### src/rtl/shot_collision_resolver_pkg.sv
// Shared constants, state encoding and scoring table for the shot collision resolver.
package shot_collision_resolver_pkg;

    localparam int N_COLS    = 8;
    localparam int N_ROWS    = 3;
    localparam int N_ENEMIES = N_COLS * N_ROWS;
    localparam int IDX_W     = 5;
    localparam int COORD_IN_W = 11;
    localparam int COORD_W   = 13;

    localparam int ENEMY_W = 40;
    localparam int ENEMY_H = 30;
    localparam int SHOT_W  = 4;
    localparam int SHOT_H  = 12;

    localparam int PTS_R0 = 30;
    localparam int PTS_R1 = 20;
    localparam int PTS_R2 = 10;

    typedef enum logic [1:0] {
        IDLE = 2'd0,
        SCAN = 2'd1,
        HOLD = 2'd2
    } state_t;

    // Points awarded for killing an enemy in the given row (row 0 is the top).
    function automatic logic [31:0] row_points(input logic [1:0] row);
        case (row)
            2'd0:    row_points = 32'(PTS_R0);
            2'd1:    row_points = 32'(PTS_R1);
            default: row_points = 32'(PTS_R2);
        endcase
    endfunction

endpackage

### src/rtl/shot_collision_resolver_if.sv
// Player-shot handshake between the munition block (master) and the resolver (slave).
interface shot_collision_resolver_if;
    import shot_collision_resolver_pkg::*;

    logic                   shot_active;
    logic [COORD_IN_W-1:0]  shot_x;
    logic [COORD_IN_W-1:0]  shot_y;
    logic                   colisao_inimigo;
    logic [IDX_W-1:0]       hit_index;

    modport master (
        output shot_active, shot_x, shot_y,
        input  colisao_inimigo, hit_index
    );

    modport slave (
        input  shot_active, shot_x, shot_y,
        output colisao_inimigo, hit_index
    );

endinterface

### src/rtl/shot_collision_resolver_rect_overlap.sv
// Combinational strict-overlap test of two signed axis-aligned rectangles.
module rect_overlap #(
    parameter int W = 13
) (
    input  logic signed [W-1:0] a_x_i,
    input  logic signed [W-1:0] a_y_i,
    input  logic signed [W-1:0] a_w_i,
    input  logic signed [W-1:0] a_h_i,
    input  logic signed [W-1:0] b_x_i,
    input  logic signed [W-1:0] b_y_i,
    input  logic signed [W-1:0] b_w_i,
    input  logic signed [W-1:0] b_h_i,
    output logic                overlap_o
);

    // Touching edges do not count as overlap; both axes must intersect.
    always_comb begin
        overlap_o = (a_x_i < b_x_i + b_w_i) && (b_x_i < a_x_i + a_w_i) &&
                    (a_y_i < b_y_i + b_h_i) && (b_y_i < a_y_i + a_h_i);
    end

endmodule

### src/rtl/shot_collision_resolver.sv
// Once-per-frame scan of the 8x3 enemy grid against the player shot, one enemy per clock.
module shot_collision_resolver
    import shot_collision_resolver_pkg::*;
#(
    parameter int X0        = 180,
    parameter int DX        = 80,
    parameter int Y0        = 40,
    parameter int DY        = 50,
    parameter int SCORE_MAX = 999
) (
    input  logic                    clk,
    input  logic                    reset,
    input  logic                    restart,
    input  logic                    frame_tick,
    input  logic [COORD_IN_W-1:0]   grid_off_x,
    input  logic [COORD_IN_W-1:0]   grid_off_y,
    shot_collision_resolver_if.slave shot_if,
    output logic [N_ENEMIES-1:0]    enemy_vivos,
    output logic [31:0]             score,
    output logic                    all_dead,
    output logic                    busy
);

    localparam logic [IDX_W-1:0] LAST_IDX = IDX_W'(N_ENEMIES - 1);

    state_t                  state_q;
    logic [IDX_W-1:0]        idx_q;
    logic [COORD_IN_W-1:0]   sx_q, sy_q, offx_q, offy_q;
    logic [N_ENEMIES-1:0]    vivos_q;
    logic [31:0]             score_q;
    logic [IDX_W-1:0]        hit_index_q;
    logic                    colisao_q;
    logic                    all_dead_q;

    logic [2:0]              col;
    logic [1:0]              row;
    logic signed [COORD_W-1:0] ex_d, ey_d, sx_d, sy_d;
    logic                    overlap;
    logic                    hit_d;
    logic [31:0]             sum_d, score_d;

    // Position of the enemy under examination and of the latched shot, in signed 13-bit space.
    always_comb begin
        col  = idx_q[2:0];
        row  = idx_q[4:3];
        ex_d = $signed(COORD_W'(X0) + COORD_W'(col) * COORD_W'(DX) + {{2{offx_q[10]}}, offx_q});
        ey_d = $signed(COORD_W'(Y0) + COORD_W'(row) * COORD_W'(DY) + {2'b00, offy_q});
        sx_d = $signed({2'b00, sx_q});
        sy_d = $signed({2'b00, sy_q});
    end

    rect_overlap #(
        .W (COORD_W)
    ) u_overlap (
        .a_x_i     (sx_d),
        .a_y_i     (sy_d),
        .a_w_i     (COORD_W'(SHOT_W)),
        .a_h_i     (COORD_W'(SHOT_H)),
        .b_x_i     (ex_d),
        .b_y_i     (ey_d),
        .b_w_i     (COORD_W'(ENEMY_W)),
        .b_h_i     (COORD_W'(ENEMY_H)),
        .overlap_o (overlap)
    );

    // Hit qualification for the current index plus the saturated score after crediting it.
    always_comb begin
        hit_d   = (state_q == SCAN) && vivos_q[idx_q] && overlap &&
                  !ex_d[COORD_W-1] && !ey_d[COORD_W-1] && !all_dead_q;
        sum_d   = score_q + row_points(row);
        score_d = (sum_d > 32'(SCORE_MAX)) ? 32'(SCORE_MAX) : sum_d;
    end

    // Scan FSM with all game state and outputs registered; restart mirrors reset.
    always_ff @(posedge clk or negedge reset) begin
        if (!reset) begin
            state_q     <= IDLE;
            idx_q       <= '0;
            sx_q        <= '0;
            sy_q        <= '0;
            offx_q      <= '0;
            offy_q      <= '0;
            vivos_q     <= '1;
            score_q     <= '0;
            hit_index_q <= '0;
            colisao_q   <= 1'b0;
            all_dead_q  <= 1'b0;
        end else if (restart) begin
            state_q     <= IDLE;
            idx_q       <= '0;
            vivos_q     <= '1;
            score_q     <= '0;
            hit_index_q <= '0;
            colisao_q   <= 1'b0;
            all_dead_q  <= 1'b0;
        end else begin
            all_dead_q <= all_dead_q | ~|vivos_q;
            case (state_q)
                IDLE: begin
                    if (frame_tick && shot_if.shot_active) begin
                        sx_q    <= shot_if.shot_x;
                        sy_q    <= shot_if.shot_y;
                        offx_q  <= grid_off_x;
                        offy_q  <= grid_off_y;
                        idx_q   <= '0;
                        state_q <= SCAN;
                    end
                end
                SCAN: begin
                    if (!shot_if.shot_active) begin
                        state_q <= IDLE;
                    end else if (hit_d) begin
                        vivos_q[idx_q] <= 1'b0;
                        hit_index_q    <= idx_q;
                        score_q        <= score_d;
                        colisao_q      <= 1'b1;
                        state_q        <= HOLD;
                    end else if (idx_q == LAST_IDX) begin
                        state_q <= IDLE;
                    end else begin
                        idx_q <= idx_q + 1'b1;
                    end
                end
                HOLD: begin
                    if (!shot_if.shot_active) begin
                        colisao_q <= 1'b0;
                        state_q   <= IDLE;
                    end
                end
                default: state_q <= IDLE;
            endcase
        end
    end

    assign shot_if.colisao_inimigo = colisao_q;
    assign shot_if.hit_index       = hit_index_q;
    assign enemy_vivos             = vivos_q;
    assign score                   = score_q;
    assign all_dead                = all_dead_q;
    assign busy                    = (state_q != IDLE);

endmodule

### src/flat_wrapper.sv
// flat-port wrapper written by rule: the top's interface ports become plain ports
module shot_collision_resolver_flat import shot_collision_resolver_pkg::*;
#(
    parameter int X0        = 180,
    parameter int DX        = 80,
    parameter int Y0        = 40,
    parameter int DY        = 50,
    parameter int SCORE_MAX = 999
)
  (clk, reset, restart, frame_tick, grid_off_x, grid_off_y, enemy_vivos, score, all_dead, busy, shot_if_shot_active, shot_if_shot_x, shot_if_shot_y, shot_if_colisao_inimigo, shot_if_hit_index);
  shot_collision_resolver_if shot_if_i ();
  input  logic clk;
  input  logic reset;
  input  logic restart;
  input  logic frame_tick;
  input  logic [COORD_IN_W-1:0] grid_off_x;
  input  logic [COORD_IN_W-1:0] grid_off_y;
  output logic [N_ENEMIES-1:0] enemy_vivos;
  output logic [31:0] score;
  output logic all_dead;
  output logic busy;
  input wire logic [$bits(shot_if_i.shot_active)-1:0] shot_if_shot_active;
  input wire logic [$bits(shot_if_i.shot_x)-1:0] shot_if_shot_x;
  input wire logic [$bits(shot_if_i.shot_y)-1:0] shot_if_shot_y;
  output wire logic [$bits(shot_if_i.colisao_inimigo)-1:0] shot_if_colisao_inimigo;
  output wire logic [$bits(shot_if_i.hit_index)-1:0] shot_if_hit_index;
  assign shot_if_i.shot_active = shot_if_shot_active;
  assign shot_if_i.shot_x = shot_if_shot_x;
  assign shot_if_i.shot_y = shot_if_shot_y;
  assign shot_if_colisao_inimigo = shot_if_i.colisao_inimigo;
  assign shot_if_hit_index = shot_if_i.hit_index;
  shot_collision_resolver #(.X0(X0), .DX(DX), .Y0(Y0), .DY(DY), .SCORE_MAX(SCORE_MAX)) u_core (.clk(clk), .reset(reset), .restart(restart), .frame_tick(frame_tick), .grid_off_x(grid_off_x), .grid_off_y(grid_off_y), .shot_if(shot_if_i), .enemy_vivos(enemy_vivos), .score(score), .all_dead(all_dead), .busy(busy));
endmodule
### config.mk
export PLATFORM = sky130hd
export DESIGN_NAME = shot_collision_resolver_flat
export DESIGN_NICKNAME = d
export VERILOG_FILES = /design/src/rtl/shot_collision_resolver_pkg.sv /design/src/rtl/shot_collision_resolver_if.sv /design/src/rtl/shot_collision_resolver_rect_overlap.sv /design/src/rtl/shot_collision_resolver.sv /design/src/flat_wrapper.sv
export SDC_FILE = /design/constraint.sdc
export NUM_CORES = 1
export LEC_CHECK = 0
export CORE_MARGIN = 10
export CORE_UTILIZATION = 30
export CTS_CLUSTER_DIAMETER = 100
export CTS_CLUSTER_SIZE = 16
export DETAILED_ROUTE_END_ITERATION = 8
export DONT_BUFFER_PORTS = 1
export HOLD_SLACK_MARGIN = 0.06
export PLACE_DENSITY = 0.52
export SLEW_MARGIN = 40
export SYNTH_ARGS = -nofsm -noshare
export SYNTH_HDL_FRONTEND = slang
export SYNTH_SLANG_ARGS = --single-unit
### constraint.sdc
create_clock -name clk -period 6.8 [get_ports clk]
set_input_delay 1.36 -clock clk [delete_from_list [all_inputs] [get_ports clk]]
set_output_delay 1.36 -clock clk [all_outputs]
set_load 0.01 [all_outputs]
; ---- After elaboration in Yosys (flattened, before gate mapping)
; Cells that the tools add are included.
[totals]
ff_bits = 114
in_bits = 49
output_inout_bits = 64
elab_cells = 110
[classes]
n_addsub = 10
mul = 2
order_cmp = 7
n_eq_ne = 11
muxes = 37
bitwise_logic = 4
reduce_logical = 28
[op_table]
columns = operator, count
row1 = $mux 32, 5
row2 = $mux 24, 4
row3 = $mux 5, 9
row4 = $add 32x5->32, 1
row5 = $gt 32x10->1 const B, 1
row6 = $lt 12x13->1, 2
row7 = $lt 13x13->1, 2
row8 = $and 24x24->24, 1
row9 = $not 24->24, 1
row10 = $reduce_or 24->1, 1
row11 = $pmux 5 s2, 2
row12 = $add 13x11->13, 1
row13 = $add 13x13->13, 1
row14 = $add 13x6->13 const B, 1
row15 = $add 13x7->13 const B, 1
row16 = $add 11x3->12 const B, 1
row17 = $add 11x4->12 const B, 1
row18 = $mux 2, 6
row19 = $ne 3x3->1 const B, 4
row20 = $add 8x10->11 const A, 1
row21 = $logic_and 1x1->1, 10
row22 = $add 6x8->9 const A, 1
row23 = $reduce_and 3->1, 3
row24 = $reduce_bool 2->1, 4
row25 = other kinds (22), 35

; ---- Depth between registers and ports, before layout
[depth]
word_depth = 16
mapped_depth = 23
ltp_nobuf = 21

; ---- Modules after synthesis
; Synthesis repeated with hierarchy kept, for this count alone.
[unflattened]
hier_cells = 1005
area_unflattened_um2 = 9640.5
[modules_own_cells]
columns = module, instances, cells_per_inst, area_each_um2, seq_area_each_um2
row1 = shot_collision_resolver, 1, 610, 6530.0, 2882.8
row2 = rect_overlap, 1, 395, 3110.5, 0.0

; ---- Least setup slack after synthesis
; No wires, ideal clock.
[synth_timing]
path_type = register to register
startpoint = reg u_core.idx_q[0]
endpoint = reg u_core.hit_index_q[3] (netlist: u_core.shot_if.hit_index[3])
setup_time_ps = 121
arrival_time_ps = 4834
required_time_ps = 6679
setup_slack_ps = 1845
path_stages_with_launch = 22
n_path_buf = 5
synth_period_minus_slack_ps = 4955
cell_sequence = dfrtp_1 -> buf_4 -> buf_2 -> inv_1 -> ha_1 -> clkbuf_1 -> o21ai_0 -> xor2_1 -> ha_1 -> buf_6 -> a21o_1 -> a21o_1 -> a221oi_2 -> xnor2_2 -> ha_1 -> or4_1 -> nor4_1 -> nand3_1 -> a211oi_4 -> a31oi_1 -> buf_6 -> a22o_1
[synth_via]
elab_chain_len = 14
word_cells_on_any_way = 19
classes_between = add/sub: 3 / mul: 1 / order compare: 2 / mux: 2 / reduce/logical: 11
[synth_lines]
columns = element, line_no
row1 = from (decl), shot_collision_resolver.sv:27  ; logic [IDX_W-1:0] idx_q;
row2 = from (signal assigned), shot_collision_resolver.sv:121  ; idx_q <= idx_q + 1'b1;
row3 = $mul 3x3->6, shot_collision_resolver.sv:46  ; ex_d = $signed(COORD_W'(X0) + COORD_W'(col) * COORD_W'(DX) + {{2{offx_q[10]}}, offx_q});
row4 = $add 8x10->11, shot_collision_resolver.sv:46
row5 = $add 13x13->13, shot_collision_resolver.sv:46
row6 = $add 13x7->13, shot_collision_resolver_rect_overlap.sv:18  ; overlap_o = (a_x_i < b_x_i + b_w_i) && (b_x_i < a_x_i + a_w_i) &&
row7 = $lt 12x13->1, shot_collision_resolver_rect_overlap.sv:18
row8 = $logic_and 1x1->1 (2 in a row), shot_collision_resolver_rect_overlap.sv:18
row9 = $logic_and 1x1->1, shot_collision_resolver_rect_overlap.sv:19  ; (a_y_i < b_y_i + b_h_i) && (b_y_i < a_y_i + a_h_i);
row10 = $logic_and 1x1->1, shot_collision_resolver.sv:68  ; hit_d = (state_q == SCAN) && vivos_q[idx_q] && overlap &&
row11 = $logic_and 1x1->1 *, shot_collision_resolver.sv:68
row12 = $logic_and 1x1->1 * (2 in a row), shot_collision_resolver.sv:69  ; !ex_d[COORD_W-1] && !ey_d[COORD_W-1] && !all_dead_q;
row13 = $reduce_bool 2->1 (no source line) *, n/a
row14 = $reduce_and 3->1 (no source line) *, n/a
row15 = to (signal assigned), shot_collision_resolver.sv:114  ; hit_index_q <= idx_q;
row16 = to (decl), shot_collision_resolver.sv:31  ; logic [IDX_W-1:0] hit_index_q;
; Mark *: on every way between the ends. The rest lies on a longest branch, timed or not. The select of a mux whose other input is x is not followed.
; A chain may end at the register's enable or synchronous reset.

; ---- Worst setup path in the final report
[layout_timing]
startpoint = reg u_core.idx_q[2]
endpoint = reg u_core.vivos_q[9] (netlist: u_core.enemy_vivos[9])
[layout_via]
elab_chain_len = 14
word_cells_on_any_way = 30
classes_between = add/sub: 3 / mul: 1 / order compare: 4 / mux: 8 / bitwise: 2 / reduce/logical: 12
[layout_lines]
columns = element, line_no
row1 = $mul 3x3->6, shot_collision_resolver.sv:46
row2 = $add 8x10->11, shot_collision_resolver.sv:46
row3 = $add 13x13->13, shot_collision_resolver.sv:46
row4 = $add 13x7->13, shot_collision_resolver_rect_overlap.sv:18
row5 = $lt 12x13->1, shot_collision_resolver_rect_overlap.sv:18
row6 = $logic_and 1x1->1 (2 in a row), shot_collision_resolver_rect_overlap.sv:18
row7 = $logic_and 1x1->1, shot_collision_resolver_rect_overlap.sv:19
row8 = $logic_and 1x1->1 (2 in a row), shot_collision_resolver.sv:68
row9 = $logic_and 1x1->1 (2 in a row), shot_collision_resolver.sv:69
row10 = $reduce_bool 2->1 (no source line), n/a
row11 = $reduce_and 3->1 (no source line), n/a
row12 = to (signal assigned), shot_collision_resolver.sv:83  ; vivos_q <= '1;
row13 = to (signal assigned), shot_collision_resolver.sv:91  ; vivos_q <= '1;
row14 = "to (signal, indexed assignment)", shot_collision_resolver.sv:113  ; vivos_q[idx_q] <= 1'b0;
row15 = to (decl), shot_collision_resolver.sv:29  ; logic [N_ENEMIES-1:0] vivos_q;
; Parallel ways exist; a longest one is shown, timed or not. The select of a mux whose other input is x is not followed.

==> impl_metrics.json <==
{
  "run_status": "completed",
  "synthArstFlopShare_pct": 100,
  "synth_area_um2": 8260,
  "wl_per_cell_um": 19.2,
  "synth.area.mux_share_pct": 8.19,
  "syn_avg_cell_area_um2": 9.98,
  "synth_top_family_by_area": "simple AND/OR/NAND/NOR gates",
  "gp_congestion": 0.832,
  "ioPinCount": 113,
  "setup_viol": 0,
  "clk_pin_slew_worst_paths_ps": 60,
  "hpwl_um": 17000,
  "hold_violations": 0,
  "synth_area_leader_cell": "dfrtp_1",
  "viasPerCell": 5.35,
  "clk_latency_ps": 430,
  "die_w_um": 186,
  "syn_to_final_growth_pct": 11.9,
  "ir_worst_vdd_mv": 0.167,
  "path_class": "flip-flop to flip-flop",
  "dr.pass1.iters": 6,
  "synthSimpleGateAreaFrac_pct": 17.8,
  "yosysTopAreaCellShare_pct": 27.3,
  "tightest_slew_ps": 789,
  "drv_cap": 0,
  "r2r-start": "u_core.idx_q[2]",
  "root_buffer": "clkbuf_16",
  "route.vias.total": 6344,
  "cts_setup_buffers": 0,
  "ys.flop_type": "dfrtp_1",
  "ys_seq_elements": 114,
  "power_leakage_nw": 3.89,
  "syn_nets": 959,
  "cts_tree": "yes",
  "grt_pass1_wl_um": 36300,
  "synthXorXnorAreaFrac_pct": 5.98,
  "overflow": 0,
  "cts_buffer_depth": 2,
  "die_area_um2": 34600,
  "cp_max_fo": 22,
  "grt_max_degree": 115,
  "grt_usage_pct": 13.5,
  "cts-buffers-inserted": 17,
  "yosysWarningCount": 0,
  "layout_common_cells": "dfrtp_1 (90), ha_1 (80), nor2_1 (70)",
  "finalMaxSlewViolations": 0,
  "synth-seq-area-share_pct": 34.9,
  "grt_pass1_vias": 6174,
  "drc": 0,
  "ant_nets": 0,
  "synth_area_leaders": "dfrtp_1 (27%), ha_1 (12%), dfstp_2 (7.6%)",
  "fin_nets": 956,
  "start_kind": "flip-flop",
  "cp.required_ps": 7130,
  "core_um2": 27000,
  "worstPathArrival_ps": 6080,
  "finalSetupTns_ps": 0,
  "synth_enable_flop_cells": 0,
  "start_util_pct": 30.6,
  "rrSetupSlack_ps": 1050,
  "ctsResizeCount": 0,
  "slew-limit-headroom_pct": 47.3,
  "cts_sinks": 114,
  "drive_gt1_share_pct": 17.3,
  "critPathCapture": "u_core.enemy_vivos[9]",
  "finalCriticalPeriod_ps": 5750,
  "p_per_area_nw_per_um2": 310,
  "port_buffers": 0,
  "r2r-end": "u_core.enemy_vivos[9]",
  "htreeDepth": 4,
  "synth_compound_area_share_pct": 17.2,
  "whs_ps": 507,
  "dieHeight_um": 186,
  "endpoint_kind": "flip-flop",
  "fmaxAchievable_mhz": 174,
  "synth_cells": 828,
  "cts_hold_buf": 0,
  "period_share_pct": 84.5,
  "yosys.area_share.adder_pct": 12.6,
  "cp-startpoint": "u_core.idx_q[2]",
  "hp-class": "flip-flop to flip-flop",
  "ys_types": 81,
  "worst-r2r-cell-count": 20,
  "antenna_found_initial": 10,
  "clock_skew_ps": 14.1,
  "final_common_cell": "dfrtp_1",
  "drt_iter0_drc": 386,
  "num_rows": 60,
  "drt-total-wl_um": 22800,
  "rsz0062_at_grt": "no"
}
==> cells in the mapped netlist (all sizes together), types with 4 or more instances <==
master	count
dfrtp	90
ha	80
nor2	70
mux2	45
inv	36
nand2	35
a31oi	34
o21ai	31
nand3	30
a21oi	28
and2	28
xnor2	25
xor2	25
dfstp	24
clkbuf	16
a21o	15
a211oi	14
nand4	13
nor2b	13
nor3	13
nor4	13
buf	11
and3	10
a22o	9
mux2i	8
o21a	8
nand2b	7
o31ai	7
or3	7
and4	6
or4	6
a2111oi	5
nand3b	5
o211ai	5
or2	5
mux4	4
o2111ai	4
o21bai	4
o22ai	4
o41ai	4
==> per-layer routing <==
metal,GRT usage [%],routed length (µm)
met1,17.3,10500
met2,20.9,10500
met3,4.27,1540
met4,4.42,278
met5,0,44
==> logic make-up after synthesis <==
| kind of cell | count (synthesis) |
|---|---|
| XOR/XNOR | 50 |
| adder cells (fa/ha/maj) | 82 |
| multiplexers | 57 |
| buffers and inverters | 63 |
| AND/OR/NAND/NOR | 268 |
| AO/OA/AOI/OAI | 194 |
| flip-flops | 114 |
==> power breakdown <==
| group | switching, mW | leakage [nW] | internal (mW) |
|---|---|---|---|
| logic | 0.583 | 2.16 | 0.479 |
| registers | 0.0805 | 1.41 | 0.742 |
| clock network | 0.363 | 0.310 | 0.619 |
| total | 1.03 | 3.88 | 1.84 |
==> layout make-up <==
type / instances / area, µm²
clock buffer: 18 / 429
tap: 341 / 427
timing repair buffer: 5 / 37.5
antenna: 7 / 17.5
clock inverter: 14 / 200
fill: 2714 / 17800
multi-input combinational: 651 / 5110
inverter: 36 / 135
sequential: 114 / 2880
==> stage by stage <==
step           setup slack (ps)  instances  power (mW)  cell area, µm²  utilization, %
3_3_place_gp               1160       1147        1.89            8600            31.8
6_report                   1050       1186        2.87            9240            34.2
2_1_floorplan              1840        828        1.68            8260               -
4_1_cts                    1010       1179        2.92            9230            34.1
5_1_grt                     539       1182        3.09            9230            34.2
3_5_place_dp               1040       1147        1.90            8600            31.8
==> sequential cells by signal, indices dropped and copies added (netlist names) <==
register	cells
u_core.enemy_vivos	24
u_core.offy_q	11
u_core.score	32
u_core.state_q	2
u_core.offx_q	11
u_core.all_dead	1
u_core.shot_if.colisao_inimigo	1
u_core.shot_if.hit_index	5
u_core.sy_q	11
u_core.idx_q	5
u_core.sx_q	11
==> worst min path at each step <==
stage,slack [ps],end,start,cells after the start
floorplan,480,u_core.sy_q[0],u_core.sy_q[0],1
global placement,500,u_core.offy_q[6],u_core.offy_q[6],1
detailed placement,500,u_core.sy_q[0],u_core.sy_q[0],1
CTS,510,u_core.sy_q[0],u_core.sy_q[0],1
global route,530,u_core.sx_q[0],u_core.sx_q[0],1
finish,510,u_core.sy_q[0],u_core.sy_q[0],1
==> critical path: stages, from the launching register on <==
cell	delay, ps
dfrtp_1	640
ha_1	310
and2_1	130
ha_1	310
o31ai_1	80
a21oi_1	170
xor2_1	220
ha_1	300
a21o_1	220
nor2_1	130
a31oi_1	120
xnor2_1	330
inv_1	130
ha_1	210
a2111oi_0	390
a31oi_1	150
nor4_1	380
nand3_1	250
a2111oi_4	730
buf_4	330
a31oi_1	110
(Power assumes the default switching activity.)
